`src/rtl/uart_pkg.sv`:
```
// Constants and state encoding shared by the UART receive and transmit paths.
package uart_pkg;

    localparam int CLKS_PER_BIT_DEF = 2604;
    localparam int DATA_BITS        = 8;
    localparam int CNT_W            = 12;

    typedef enum logic [2:0] {
        IDLE,
        START,
        DATA,
        STOP,
        BREAK
    } state_t;

endpackage

```
`src/rtl/uart_rx_if.sv`:
```
// Received-byte side of the UART receiver: data, strobes and busy status.
interface uart_rx_if #(
    parameter int DATA_BITS = uart_pkg::DATA_BITS
);
    logic [DATA_BITS-1:0] rx_data;
    logic                 rx_valid;
    logic                 frame_err;
    logic                 busy;

    modport master (output rx_data, rx_valid, frame_err, busy);
    modport slave  (input  rx_data, rx_valid, frame_err, busy);
endinterface

```
`src/rtl/baud_rate_generator_rx.sv`:
```
// Restartable bit-period counter; flags the start-bit mid-point and each full bit period.
module baud_rate_generator_rx
    import uart_pkg::*;
#(
    parameter int CLKS_PER_BIT = CLKS_PER_BIT_DEF,
    parameter int HALF_BIT     = CLKS_PER_BIT / 2
) (
    input  logic clk,
    input  logic rst_n,
    input  logic restart,
    output logic half_tick,
    output logic full_tick
);

    localparam logic [CNT_W-1:0] LAST_CNT = CNT_W'(CLKS_PER_BIT - 1);
    localparam logic [CNT_W-1:0] HALF_CNT = CNT_W'(HALF_BIT - 1);

    logic [CNT_W-1:0] cnt_q;

    always_ff @(posedge clk) begin
        if (!rst_n) begin
            cnt_q <= '0;
        end else if (restart || cnt_q == LAST_CNT) begin
            cnt_q <= '0;
        end else begin
            cnt_q <= cnt_q + CNT_W'(1);
        end
    end

    assign half_tick = (cnt_q == HALF_CNT);
    assign full_tick = (cnt_q == LAST_CNT);

endmodule

```
`src/rtl/uart_rx.sv`:
```
// 8N1 UART receiver: two-flop synchronizer, mid-bit sampling, framing-error detection.
//   state | meaning
//   IDLE  | line high, waiting for a start edge
//   START | timing to start-bit mid-point, rejects glitches
//   DATA  | sampling data bits LSB first
//   STOP  | waiting for stop-bit mid-point
//   BREAK | stop bit was low, waiting for line to return high
module uart_rx
    import uart_pkg::*;
#(
    parameter int CLKS_PER_BIT = CLKS_PER_BIT_DEF,
    parameter int HALF_BIT     = CLKS_PER_BIT / 2
) (
    input  logic      clk,
    input  logic      rst_n,
    input  logic      rx,
    uart_rx_if.master bus
);

    localparam int IDX_W = $clog2(DATA_BITS);

    state_t               state_q, state_d;
    logic [1:0]           sync_q;
    logic                 rx_s;
    logic [IDX_W-1:0]     idx_q;
    logic [DATA_BITS-1:0] shift_q;
    logic [DATA_BITS-1:0] data_q;
    logic                 valid_q;
    logic                 err_q;
    logic                 restart;
    logic                 half_tick;
    logic                 full_tick;
    logic                 shift_en;
    logic                 load_en;
    logic                 err_en;
    logic                 idx_clr;

    assign rx_s = sync_q[1];

    baud_rate_generator_rx #(
        .CLKS_PER_BIT (CLKS_PER_BIT),
        .HALF_BIT     (HALF_BIT)
    ) u_baud (
        .clk       (clk),
        .rst_n     (rst_n),
        .restart   (restart),
        .half_tick (half_tick),
        .full_tick (full_tick)
    );

    always_ff @(posedge clk) begin
        if (!rst_n) begin
            state_q <= IDLE;
            sync_q  <= 2'b11;
            idx_q   <= '0;
            shift_q <= '0;
            data_q  <= '0;
            valid_q <= 1'b0;
            err_q   <= 1'b0;
        end else begin
            state_q <= state_d;
            sync_q  <= {sync_q[0], rx};
            if (idx_clr) begin
                idx_q <= '0;
            end else if (shift_en) begin
                idx_q <= idx_q + IDX_W'(1);
            end
            if (shift_en) begin
                shift_q <= {rx_s, shift_q[DATA_BITS-1:1]};
            end
            if (load_en) begin
                data_q <= shift_q;
            end
            valid_q <= load_en;
            err_q   <= err_en;
        end
    end

    always_comb begin
        state_d  = state_q;
        restart  = 1'b0;
        shift_en = 1'b0;
        load_en  = 1'b0;
        err_en   = 1'b0;
        idx_clr  = 1'b0;
        case (state_q)
            IDLE: begin
                restart = 1'b1;
                if (!rx_s) state_d = START;
            end
            START: begin
                if (half_tick) begin
                    restart = 1'b1;
                    if (!rx_s) begin
                        idx_clr = 1'b1;
                        state_d = DATA;
                    end else begin
                        state_d = IDLE;
                    end
                end
            end
            DATA: begin
                if (full_tick) begin
                    shift_en = 1'b1;
                    if (idx_q == IDX_W'(DATA_BITS - 1)) state_d = STOP;
                end
            end
            STOP: begin
                if (full_tick) begin
                    if (rx_s) begin
                        load_en = 1'b1;
                        state_d = IDLE;
                    end else begin
                        err_en  = 1'b1;
                        state_d = BREAK;
                    end
                end
            end
            BREAK: begin
                restart = 1'b1;
                if (rx_s) state_d = IDLE;
            end
            default: state_d = IDLE;
        endcase
    end

    assign bus.rx_data   = data_q;
    assign bus.rx_valid  = valid_q;
    assign bus.frame_err = err_q;
    assign bus.busy      = (state_q != IDLE);

endmodule

```
`src/flat_wrapper.sv`:
```
// flat-port wrapper written by rule: the top's interface ports become plain ports
module uart_rx_flat import uart_pkg::*;
#(
    parameter int CLKS_PER_BIT = CLKS_PER_BIT_DEF,
    parameter int HALF_BIT     = CLKS_PER_BIT / 2
)
  (clk, rst_n, rx, bus_rx_data, bus_rx_valid, bus_frame_err, bus_busy);
  uart_rx_if bus_i ();
  input  logic clk;
  input  logic rst_n;
  input  logic rx;
  output wire logic [$bits(bus_i.rx_data)-1:0] bus_rx_data;
  output wire logic [$bits(bus_i.rx_valid)-1:0] bus_rx_valid;
  output wire logic [$bits(bus_i.frame_err)-1:0] bus_frame_err;
  output wire logic [$bits(bus_i.busy)-1:0] bus_busy;
  assign bus_rx_data = bus_i.rx_data;
  assign bus_rx_valid = bus_i.rx_valid;
  assign bus_frame_err = bus_i.frame_err;
  assign bus_busy = bus_i.busy;
  uart_rx #(.CLKS_PER_BIT(CLKS_PER_BIT), .HALF_BIT(HALF_BIT)) u_core (.clk(clk), .rst_n(rst_n), .rx(rx), .bus(bus_i));
endmodule
```
`config.mk`:
```
export PLATFORM = sky130hd
export DESIGN_NAME = uart_rx_flat
export DESIGN_NICKNAME = d
export VERILOG_FILES = /design/src/rtl/uart_pkg.sv /design/src/rtl/uart_rx_if.sv /design/src/rtl/baud_rate_generator_rx.sv /design/src/rtl/uart_rx.sv /design/src/flat_wrapper.sv
export SDC_FILE = /design/constraint.sdc
export NUM_CORES = 1
export LEC_CHECK = 0
export BUFFER_PORTS_ARGS = -buffer_cell sky130_fd_sc_hd__buf_2
export CORE_MARGIN = 2
export CORE_UTILIZATION = 60
export DETAILED_ROUTE_END_ITERATION = 8
export HOLD_SLACK_MARGIN = 0.12
export PLACE_DENSITY = 0.89
export SLEW_MARGIN = 25
export SYNTH_ARGS = -nofsm -noshare
export SYNTH_HDL_FRONTEND = slang
export SYNTH_HIERARCHICAL = 1
export SYNTH_SLANG_ARGS = --single-unit
```
`constraint.sdc`:
```
create_clock -name clk -period 6.3 [get_ports clk]
set_input_delay 0.63 -clock clk [delete_from_list [all_inputs] [get_ports clk]]
set_output_delay 0.63 -clock clk [all_outputs]
set_load 0.005 [all_outputs]
```
==> qor.csv <==
stage,metric,value,unit
die,io_pins,14,
worst_hold_path,min_to,u_core/sync_q[1],
sta,finClkSkew,0.00602,ns
cts,postCtsHoldBufs,0,
route,vias,1296,
place,gp_congestion,0.816,
global_routing,grt_overflow,0,
synthesis,ys_types,36,
cells_and_area,utilization,0.650,
die,start_util,0.616,
sta,setup_violations,0,
place,dp_hpwl,2.08,mm
worst_hold_path,hold_start,u_core/sync_q[0],
cts,clockBufferDepth,2,
worst_setup_path,r2r_slack,3.77,ns
sta,setup_tns,0,ns
worst_setup_path,arrival,2.74,ns
die,core_area,0.00271,mm^2
sta,drv_slew,0,
cells_and_area,drive_above_1_share,0.141,
die,die_h,56.7,um
synthesis,synth-seq-area-share,0.456,
sta,finalCritPeriodShare,0.401,
route,drc,0,
status,status,completed,
global_routing,grt_pass1_wl,5.19,mm
cts,cts_sinks,38,
die,fp-row-count,19,
route,wl,3.04,mm
power,p_leak,0.625,nW
route,drt_iter0_markers,57,
cts,cts_tree,yes,
power,power-per-cell-area,216,mW/mm^2
cts,htreeDepth,2,
synthesis,synth_edf_count,0,
power,power,0.380,mW
cts,clock_latency,0.33,ns
synthesis,ys_warn_count,6,
synthesis,synth_area,0.00167,mm^2
sta,min_period,2.53,ns
die,die_area,0.00322,mm^2
cts,numCtsBuffers,5,
cells_and_area,fillCellCount,234,
synthesis,synth_top_area_cell,dfxtp_1,
worst_setup_path,critPathMaxFanout,10,
synthesis,synth_top_cell_area_share,0.456,
cells_and_area,n_antenna_cell,0,
worst_setup_path,required,6.51,ns
place,io_buffer_count,13,
worst_setup_path,timing.rr.end,u_core/idx_q[2],
worst_setup_path,reg2reg_depth,6,
route,drtPass1Iterations,4,
global_routing,grt_start_max_net_pins,32,
sta,maxSlewHeadroom,0.517,
sta,timing.fmax,396,MHz
cts,clk_pin_slew_worst_paths,0.10,ns
synthesis,async_flop_share,0,
synthesis,ys_ff_latch,38,
flow_run,drv_cap,0,
cells_and_area,layout.nets,198,
cts,cts-root-buf,clkbuf_4,
global_routing,grt_use_total,0.207,
worst_setup_path,end_kind,flop,
route,drtAntennaViolNets,0,
global_routing,antenna_found_initial,0,
route,viasPerCell,5.81,
die,die_x,56.7,um
worst_setup_path,criticalPathCategory,flop to flop,
cts,cts.repair.resized,0,
power,ir_worst_vdd,0.000150,V
worst_hold_path,worstHoldPathCells,1,
synthesis,synth_area_leaders,"dfxtp_1, nand2_1, mux2i_1, a21boi_1, a21oi_1",
sta,rsz0062_at_grt,false,
sta,finalHoldViolations,0,
cells_and_area,syn_to_final_growth,5.55,%
global_routing,grt_pass1_vias,1201,
synthesis,synth_nets,187,
worst_hold_path,hp-class,flop to flop,
worst_setup_path,critPathLaunchType,flop,
synthesis,avgSynthCellArea,9.27,um^2
cts,cts_setup_buffers,0,
synthesis,syn_inst,180,
sta,worstMarginPinSlew,0.718,ns
worst_setup_path,reg2reg_from,u_core/u_baud/cnt_q[0],
route,wl_per_cell,13.6,um
synthesis,synth_ff_type,dfxtp_1,
==> registers in the layout, summed over array words and instances, names as in the netlist <==
register / cells
u_core/state_q: 3
u_core/bus.rx_valid: 1
u_core/idx_q: 3
u_core/u_baud/cnt_q: 12
u_core/bus.rx_data: 8
u_core/bus.frame_err: 1
u_core/shift_q: 8
u_core/sync_q: 2
==> power breakdown <==
part | internal [mW] | leakage, nW | switching [mW]
Clock | 0.0541 | 0.0353 | 0.0737
Sequential | 0.241 | 0.307 | 0.00167
Combinational | 0.00385 | 0.283 | 0.00548
==> critical path, stage by stage, from the launching register on <==
cell and delay, ns:
dfxtp_1 0.41, ha_1 0.24, nand3_1 0.30, nor3_1 0.70, nand4bb_1 0.48, nand2_1 0.20, a21oi_1 0.08
==> synthesized netlist by cell type (all sizes together), types with 2 or more instances <==
cell and count:
a21oi 11, or4b 2, or3 5, nand4b 2
or4 4, nand2b 4, xor2 2, ha 4
clkbuf 2, inv 4, xnor2 2, mux2i 8
buf 7, nand2 41, dfxtp 38, nand4 3
a21boi 8, nand3 6, o31ai 3, o21ai 4
nor2 10
==> cell type report <==
type,instances,area [um^2],area share
Clock inverter,1,5.00,0.00284
Inverter,4,15.0,0.00852
Clock buffer,7,55.1,0.0312
Tap cell,31,38.8,0.0220
Multi-Input combinational cell,129,822,0.467
Sequential cell,38,761,0.432
Timing Repair Buffer,13,65.1,0.0369
==> metal layers <==
layer,up-vias,part of all wire,GRT usage
li1,645,-,-
met1,606,0.45,0.263
met2,41,0.48,0.327
met3,4,0.058,0.0714
met4,0,0.0092,0.0698
met5,-,0,0
==> cell families (layout without fill, tap and decap cells) <==
family | count (synthesis) | count (layout) | synth area share
AO/OA/AOI/OAI | 30 | 30 | 0.124
XOR/XNOR | 4 | 4 | 0.0210
adder cells (fa/ha/maj) | 4 | 4 | 0.0300
buffers and inverters | 13 | 25 | 0.0517
flip-flops | 38 | 38 | 0.456
multiplexers | 9 | 9 | 0.0615
AND/OR/NAND/NOR | 82 | 82 | 0.256
==> how the worst max path moves through the flow <==
stage,cells after the start,start,end,slack (ns)
after floorplan,6,u_core/u_baud/cnt_q[2],u_core/bus.rx_data[0],4.23
after global placement,6,u_core/u_baud/cnt_q[0],u_core/idx_q[2],4.07
after detailed placement,6,u_core/u_baud/cnt_q[0],u_core/idx_q[2],3.89
after CTS,6,u_core/u_baud/cnt_q[0],u_core/idx_q[1],3.82
after global routing,6,u_core/u_baud/cnt_q[0],u_core/idx_q[1],3.56
final,6,u_core/u_baud/cnt_q[0],u_core/idx_q[2],3.77
==> per-stage QoR <==
stage                     setup slack [ns]  hold slack (ns)  std cells  area, um^2
after floorplan                       4.23            0.386        180        1670
after global placement                4.07            0.390        215        1700
after detailed placement              3.89            0.394        215        1700
after CTS                             3.82            0.422        223        1760
after global routing                  3.56            0.458        223        1760
final                                 3.77            0.422        223        1760
==> cells in the final DEF (no fill, tap or decap), drive strengths merged, types with 2 or more instances in the layout <==
cell type,count
dfxtp,38
xnor2,2
ha,4
nand2b,4
nor2,10
a21oi,11
a21boi,8
o31ai,3
nand3,6
inv,4
xor2,2
or3,5
or4b,2
nand4b,2
mux2i,8
clkbuf,7
nand2,41
o21ai,4
nand4,3
or4,4
buf,13
No activity file was read; power rests on OpenSTA's default activity.
